### src/rtl/fnd_sched_pkg.sv
// Shared types, mode codes and index helpers for the FND display-source scheduler.
package fnd_sched_pkg;

   localparam int NUM_SRC = 5;

   typedef enum logic [1:0] {
      S_MANUAL,
      S_AUTO,
      S_PEEK
   } state_t;

   localparam logic [2:0] MODE_MSEC_SEC = 3'b000;
   localparam logic [2:0] MODE_MIN_HOUR = 3'b001;
   localparam logic [2:0] MODE_DIST     = 3'b010;
   localparam logic [2:0] MODE_TEMP     = 3'b100;
   localparam logic [2:0] MODE_HUMI     = 3'b101;

   // Source index to the select code the FND controller expects.
   function automatic logic [2:0] idx_to_mode(input logic [2:0] idx);
      logic [2:0] mode;
      case (idx)
         3'd0:    mode = MODE_MSEC_SEC;
         3'd1:    mode = MODE_MIN_HOUR;
         3'd2:    mode = MODE_DIST;
         3'd3:    mode = MODE_TEMP;
         3'd4:    mode = MODE_HUMI;
         default: mode = MODE_MSEC_SEC;
      endcase
      return mode;
   endfunction

   // First valid index after idx in circular order; idx itself if nothing else is valid.
   // Walks the offsets from farthest to nearest so the nearest valid one is what remains.
   function automatic logic [2:0] next_valid(input logic [2:0] idx,
                                             input logic [NUM_SRC-1:0] valid);
      logic [2:0] result;
      int cand;
      result = idx;
      for (int step = NUM_SRC - 1; step >= 1; step--) begin
         cand = (int'(idx) + step) % NUM_SRC;
         if (valid[cand]) begin
            result = 3'(cand);
         end
      end
      return result;
   endfunction

endpackage

### src/rtl/fnd_mode_scheduler_tick_gen.sv
// Prescaler turning the system clock into a one-cycle 1 ms tick pulse.
module fnd_tick_gen #(
   parameter int TICK_DIV = 100000
) (
   input  logic clk,
   input  logic reset,
   output logic tick
);

   localparam int CW = (TICK_DIV > 1) ? $clog2(TICK_DIV) : 1;
   localparam logic [CW-1:0] LAST = CW'(TICK_DIV - 1);

   logic [CW-1:0] cnt_q;
   logic [CW-1:0] cnt_d;

   // Free-running count 0..TICK_DIV-1, wrapping to zero.
   always_comb begin
      cnt_d = (cnt_q == LAST) ? '0 : cnt_q + CW'(1);
   end

   // Prescaler register, cleared by the active-low asynchronous reset.
   always_ff @(posedge clk or negedge reset) begin
      if (!reset) begin
         cnt_q <= '0;
      end else begin
         cnt_q <= cnt_d;
      end
   end

   assign tick = (cnt_q == LAST);

endmodule

### src/rtl/fnd_mode_scheduler.sv
// FND display-source scheduler: manual stepping, timed auto-rotation and skipping of
// invalid sensors. Optional peek of freshly updated sensors with macro FND_SCHED_PEEK_EN.
module fnd_mode_scheduler
   import fnd_sched_pkg::*;
#(
   parameter int TICK_DIV    = 100000,
   parameter int DWELL_TICKS = 2000,
   parameter int PEEK_TICKS  = 1000
) (
   input  logic                clk,
   input  logic                reset,
   input  logic                btn_next,
   input  logic                auto_en,
   input  logic [NUM_SRC-1:0]  src_valid,
   input  logic [NUM_SRC-1:0]  upd_pulse,
   output logic [2:0]          sw_mode,
   output logic [2:0]          cur_idx,
   output logic                auto_active,
   output logic                peek_active
);

   localparam int DWL_W = (DWELL_TICKS > 1) ? $clog2(DWELL_TICKS) : 1;
   localparam logic [DWL_W-1:0] DWELL_LAST = DWL_W'(DWELL_TICKS - 1);

   logic               tick;
   logic [NUM_SRC-1:0] eff_valid;
   state_t             want_state;

   state_t             state_q, state_d;
   logic [2:0]         cur_idx_q, cur_idx_d;
   logic [2:0]         sw_mode_q, sw_mode_d;
   logic [DWL_W-1:0]   dwell_q, dwell_d;

   fnd_tick_gen #(
      .TICK_DIV (TICK_DIV)
   ) u_tick_gen (
      .clk   (clk),
      .reset (reset),
      .tick  (tick)
   );

   // The two clock sources never go invalid; the auto_en level picks manual vs auto.
   assign eff_valid  = src_valid | 5'b00011;
   assign want_state = auto_en ? S_AUTO : S_MANUAL;

`ifdef FND_SCHED_PEEK_EN
   localparam int PK_W = (PEEK_TICKS > 1) ? $clog2(PEEK_TICKS) : 1;
   localparam logic [PK_W-1:0] PEEK_LAST = PK_W'(PEEK_TICKS - 1);

   logic [2:0]      saved_idx_q, saved_idx_d;
   logic [PK_W-1:0] peek_q, peek_d;
   logic            peek_hit;
   logic [2:0]      peek_idx;

   // Lowest-numbered freshly updated, valid source other than the one on screen.
   always_comb begin
      peek_hit = 1'b0;
      peek_idx = '0;
      for (int k = NUM_SRC - 1; k >= 0; k--) begin
         if (upd_pulse[k] && eff_valid[k] && (3'(k) != cur_idx_q)) begin
            peek_hit = 1'b1;
            peek_idx = 3'(k);
         end
      end
   end
`else
   logic unused_upd;
   localparam int unused_peek_ticks = PEEK_TICKS;
   assign unused_upd = ^upd_pulse;
`endif

   // Next state, index and counters; validity loss beats btn_next beats dwell expiry.
   always_comb begin
      state_d   = state_q;
      cur_idx_d = cur_idx_q;
      dwell_d   = dwell_q;
`ifdef FND_SCHED_PEEK_EN
      saved_idx_d = saved_idx_q;
      peek_d      = peek_q;
`endif
      case (state_q)
         S_MANUAL, S_AUTO: begin
            state_d = want_state;
            if (!eff_valid[cur_idx_q] || btn_next) begin
               cur_idx_d = next_valid(cur_idx_q, eff_valid);
               dwell_d   = '0;
            end
`ifdef FND_SCHED_PEEK_EN
            else if (peek_hit) begin
               saved_idx_d = cur_idx_q;
               cur_idx_d   = peek_idx;
               peek_d      = '0;
               state_d     = S_PEEK;
            end
`endif
            else if ((state_q == S_AUTO) && tick) begin
               if (dwell_q == DWELL_LAST) begin
                  cur_idx_d = next_valid(cur_idx_q, eff_valid);
                  dwell_d   = '0;
               end else begin
                  dwell_d = dwell_q + DWL_W'(1);
               end
            end
         end
`ifdef FND_SCHED_PEEK_EN
         // The saved mode always follows auto_en, so returning uses the live level.
         S_PEEK: begin
            if (!eff_valid[cur_idx_q]) begin
               state_d   = want_state;
               cur_idx_d = saved_idx_q;
            end else if (btn_next) begin
               state_d   = want_state;
               cur_idx_d = next_valid(saved_idx_q, eff_valid);
            end else if (tick) begin
               if (peek_q == PEEK_LAST) begin
                  state_d   = want_state;
                  cur_idx_d = saved_idx_q;
               end else begin
                  peek_d = peek_q + PK_W'(1);
               end
            end
         end
`endif
         default: begin
            state_d = S_MANUAL;
         end
      endcase
      if ((state_q != S_AUTO) || (state_d != S_AUTO)) begin
         dwell_d = '0;
      end
      sw_mode_d = idx_to_mode(cur_idx_d);
   end

   // Scheduler state registers.
   always_ff @(posedge clk or negedge reset) begin
      if (!reset) begin
         state_q   <= S_MANUAL;
         cur_idx_q <= '0;
         sw_mode_q <= MODE_MSEC_SEC;
         dwell_q   <= '0;
      end else begin
         state_q   <= state_d;
         cur_idx_q <= cur_idx_d;
         sw_mode_q <= sw_mode_d;
         dwell_q   <= dwell_d;
      end
   end

`ifdef FND_SCHED_PEEK_EN
   // Peek bookkeeping registers.
   always_ff @(posedge clk or negedge reset) begin
      if (!reset) begin
         saved_idx_q <= '0;
         peek_q      <= '0;
      end else begin
         saved_idx_q <= saved_idx_d;
         peek_q      <= peek_d;
      end
   end

   assign peek_active = (state_q == S_PEEK);
`else
   assign peek_active = 1'b0;
`endif

   assign sw_mode     = sw_mode_q;
   assign cur_idx     = cur_idx_q;
   assign auto_active = (state_q == S_AUTO);

endmodule
### config.mk
export PLATFORM = sky130hd
export DESIGN_NAME = fnd_mode_scheduler
export DESIGN_NICKNAME = d
export VERILOG_FILES = /design/src/rtl/fnd_sched_pkg.sv /design/src/rtl/fnd_mode_scheduler_tick_gen.sv /design/src/rtl/fnd_mode_scheduler.sv
export SDC_FILE = /design/constraint.sdc
export NUM_CORES = 1
export LEC_CHECK = 0
export ABC_AREA = 1
export CAP_MARGIN = 5
export CORE_MARGIN = 2
export CORE_UTILIZATION = 60
export DETAILED_ROUTE_END_ITERATION = 10
export GPL_ROUTABILITY_DRIVEN = 0
export PLACE_DENSITY = 0.81
export SLEW_MARGIN = 0
export SYNTH_ARGS = -nofsm -noshare
export SYNTH_HDL_FRONTEND = slang
export SYNTH_HIERARCHICAL = 1
export SYNTH_SLANG_ARGS = --single-unit
### constraint.sdc
create_clock -name clk -period 4.2 [get_ports clk]
set_clock_uncertainty 0.15 [all_clocks]
set_input_delay 0.42 -clock clk [delete_from_list [all_inputs] [get_ports clk]]
set_output_delay 0.42 -clock clk [all_outputs]
set_load 0.01 [all_outputs]
==> impl_metrics.env <==
export IMPL_finalCritPeriodShare=0.854
export IMPL_diodes=0
export IMPL_rsz0062_at_grt="no"
export IMPL_reg2reg_slack_ps=610
export IMPL_pin_count=22
export IMPL_crit_required_ps=4280
export IMPL_start_kind="register"
export IMPL_synth_warnings=6
export IMPL_max_freq_ghz=0.279
export IMPL_whs_endpoint="dwell_q[7]$_DFFE_PN0P_"
export IMPL_avgViaCountPerCell=5.22
export IMPL_clk_pin_slew_ps=70
export IMPL_vias=2884
export IMPL_drv_cap=0
export IMPL_cts_sinks=35
export IMPL_synth_area_um2=3140
export IMPL_design_core_area_um2=5070
export IMPL_start_util=0.618
export IMPL_syn_inst=463
export IMPL_min_path_cells=2
export IMPL_cts_root_buf="clkbuf_8"
export IMPL_antenna_left=0
export IMPL_outcome="completed"
export IMPL_cp_slowest_cell="dfrtp_2"
export IMPL_cts_setup_buffers=0
export IMPL_drc=0
export IMPL_drt_pass1_iterations=4
export IMPL_slowest_delay_ps=490
export IMPL_async_reset_ff_frac=1.00
export IMPL_tns_ps=0
export IMPL_r2r_end="sw_mode[0]$_DFF_PN0_"
export IMPL_reg2reg_from="cur_idx[1]$_DFF_PN0_"
export IMPL_clockBufferDepth=2
export IMPL_cpLargestDelayFamily="simple AND/OR/NAND/NOR gates"
export IMPL_die_area_um2=5820
export IMPL_drtIter0Drc=112
export IMPL_grt_usage=0.239
export IMPL_crit_top_cell="nand2_1"
export IMPL_ys_ff_latch=35
export IMPL_cts_hold_buf=0
export IMPL_hold_viol_final=0
export IMPL_setup_viol=0
export IMPL_crit_arrival_ps=3670
export IMPL_critPathBufInv=6
export IMPL_grt_pass1_wl_um=11600
export IMPL_end_kind="register"
export IMPL_min_delay_start="dwell_q[7]$_DFFE_PN0P_"
export IMPL_clock_latency_ps=290
export IMPL_cts_tree="built"
export IMPL_htree_levels=2
export IMPL_core_rowCount=26
export IMPL_syn_to_final_growth_pct=9.82
export IMPL_cts_buffers=5
export IMPL_routed_wl_um=6420
export IMPL_synth_seq_area_share=0.279
export IMPL_ff2ff_path_depth=26
export IMPL_startpoint="cur_idx[1]$_DFF_PN0_"
export IMPL_synth_nets=497
export IMPL_yosysUniqueCellTypes=37
export IMPL_fin_nets=516
export IMPL_synth_edf_count=0
export IMPL_layout_min_cycle_time_ps=3590
export IMPL_dpl_hpwl_um=4780
export IMPL_synth_ff_type="dfrtp_1"
export IMPL_synth_area_per_cell_um2=6.77
export IMPL_dieWidth_um=76.3
export IMPL_criticalPathCategory="register to register"
export IMPL_drive_above_1_share=0.151
export IMPL_numPortBuffers=13
export IMPL_n_fill_cell=451
export IMPL_wl_per_cell_um=11.6
export IMPL_slew_viol_final=0
export IMPL_hp_class="register to register"
export IMPL_grt_pass1_vias=2783
export IMPL_antenna_found_initial=0
export IMPL_grt_ovfl_total=0
export IMPL_die_h_um=76.3
export IMPL_grt_max_degree=36
export IMPL_cp_max_fo=9
## cells by family (layout without fill, tap and decap cells)
kind of cell / count (synthesis) / after routing / synth area share
adders and majority gates: 20 / 20 / 0.0798
and+or+nand+nor: 281 / 281 / 0.417
xor gates and xnor gates: 10 / 10 / 0.0279
AOI/OAI and AO/OA: 41 / 41 / 0.0946
DFF: 35 / 35 / 0.279
buffers and inverters: 75 / 95 / 0.101
other: 1 / 1 / 0.00120
## synthesized netlist by cell type (all sizes together) (2+ instances only)
library cell,number,area [um^2]
nand2,145,627
inv,68,263
nor2,63,257
nand3,59,330
dfrtp,35,876
ha,20,250
a21oi,19,133
o21ai,16,91.3
xor2,8,70.1
buf,4,41.3
nor3,4,20.0
nand3b,3,22.5
nand4,3,18.8
o21bai,3,33.8
clkinv,2,7.51
or2,2,12.5
xnor2,2,17.5
## repair_timing
item	CTS	global route
endpoints found under the hold margin	0	0
gates resized for setup	0	1
setup endpoints to repair	0	1
## layout make-up
class	instances	area (um^2)	share of cell area
Multi-Input combinational cell	353	1940	0.565
Sequential cell	35	877	0.255
Inverter	70	270	0.0785
Timing Repair Buffer	17	160	0.0465
Clock buffer	7	96.3	0.0280
Tap cell	70	87.6	0.0254
Clock inverter	1	7.51	0.00218
## worst max path at each step
stage | endpoint | slack (ps) | depth (start not counted)
floorplan | sw_mode[2]$_DFF_PN0_ | 670 | 25
global placement | sw_mode[0]$_DFF_PN0_ | 630 | 27
detailed placement | sw_mode[0]$_DFF_PN0_ | 490 | 26
CTS | sw_mode[0]$_DFF_PN0_ | 470 | 26
global route | sw_mode[0]$_DFF_PN0_ | 160 | 26
finish | sw_mode[0]$_DFF_PN0_ | 610 | 26
## state kept, by name (all words and copies together), names as in the netlist
register,cells
u_tick_gen/cnt_q,17
dwell_q,11
cur_idx,3
sw_mode,3
state_q,1
## per-layer routing
layer  vias to the layer above  track usage  wire length (um)
met5                         -            0                 0
met4                         0        0.102               153
met3                        14       0.0320               222
met2                        61        0.415              3140
met1                      1315        0.298              2910
li1                       1494            -                 -
## cell usage in the layout (no fill, tap or decap), types with 2 or more instances in the layout
master and n:
nand3_1 52, nand3_2 7, clkdlybuf4s50_1 13, nand2_4 3
nand3b_1 3, dfrtp_1 34, xor2_1 8, nor2_2 8
o21ai_0 10, xnor2_1 2, o21ai_2 3, inv_1 63
buf_4 4, nand2_1 118, nor3_1 4, a21oi_1 15
clkinv_1 2, nor2_1 55, ha_1 20, o21bai_1 2
clkbuf_8 7, o21ai_1 3, inv_2 3, a21oi_4 3
nand4_1 3, or2_2 2, nand2_2 24
## stage by stage
step	hold WS [ps]	utilization	area [um^2]	setup slack (ps)	instances
floorplan	-25.6	-	3140	672	463
global placement	338	0.658	3340	629	545
detailed placement	343	0.658	3340	494	545
CTS	360	0.678	3440	473	553
global route	386	0.679	3440	156	553
finish	351	0.679	3440	613	553
## worst reg2reg max path, cell delays in order, from the launching register on
cell	delay, ps
dfrtp_2	490
clkinv_1	140
ha_1	350
o21ai_1	210
nand2_1	130
xor2_1	160
inv_1	80
ha_1	160
inv_1	50
or2_2	280
nand3_2	100
nand2_2	80
nand2_1	70
nand2_1	60
inv_1	70
nand2_1	60
nand2_1	70
nand2_1	70
inv_1	100
nand2_1	60
nand2_1	60
nand2_1	80
a21oi_4	180
nand2_1	80
nand2_1	60
nand2_1	60
inv_1	60
Power is left out: the tool's default activity adds up to more than one toggle a clock period on the data nets, which glitch-free logic cannot reach.
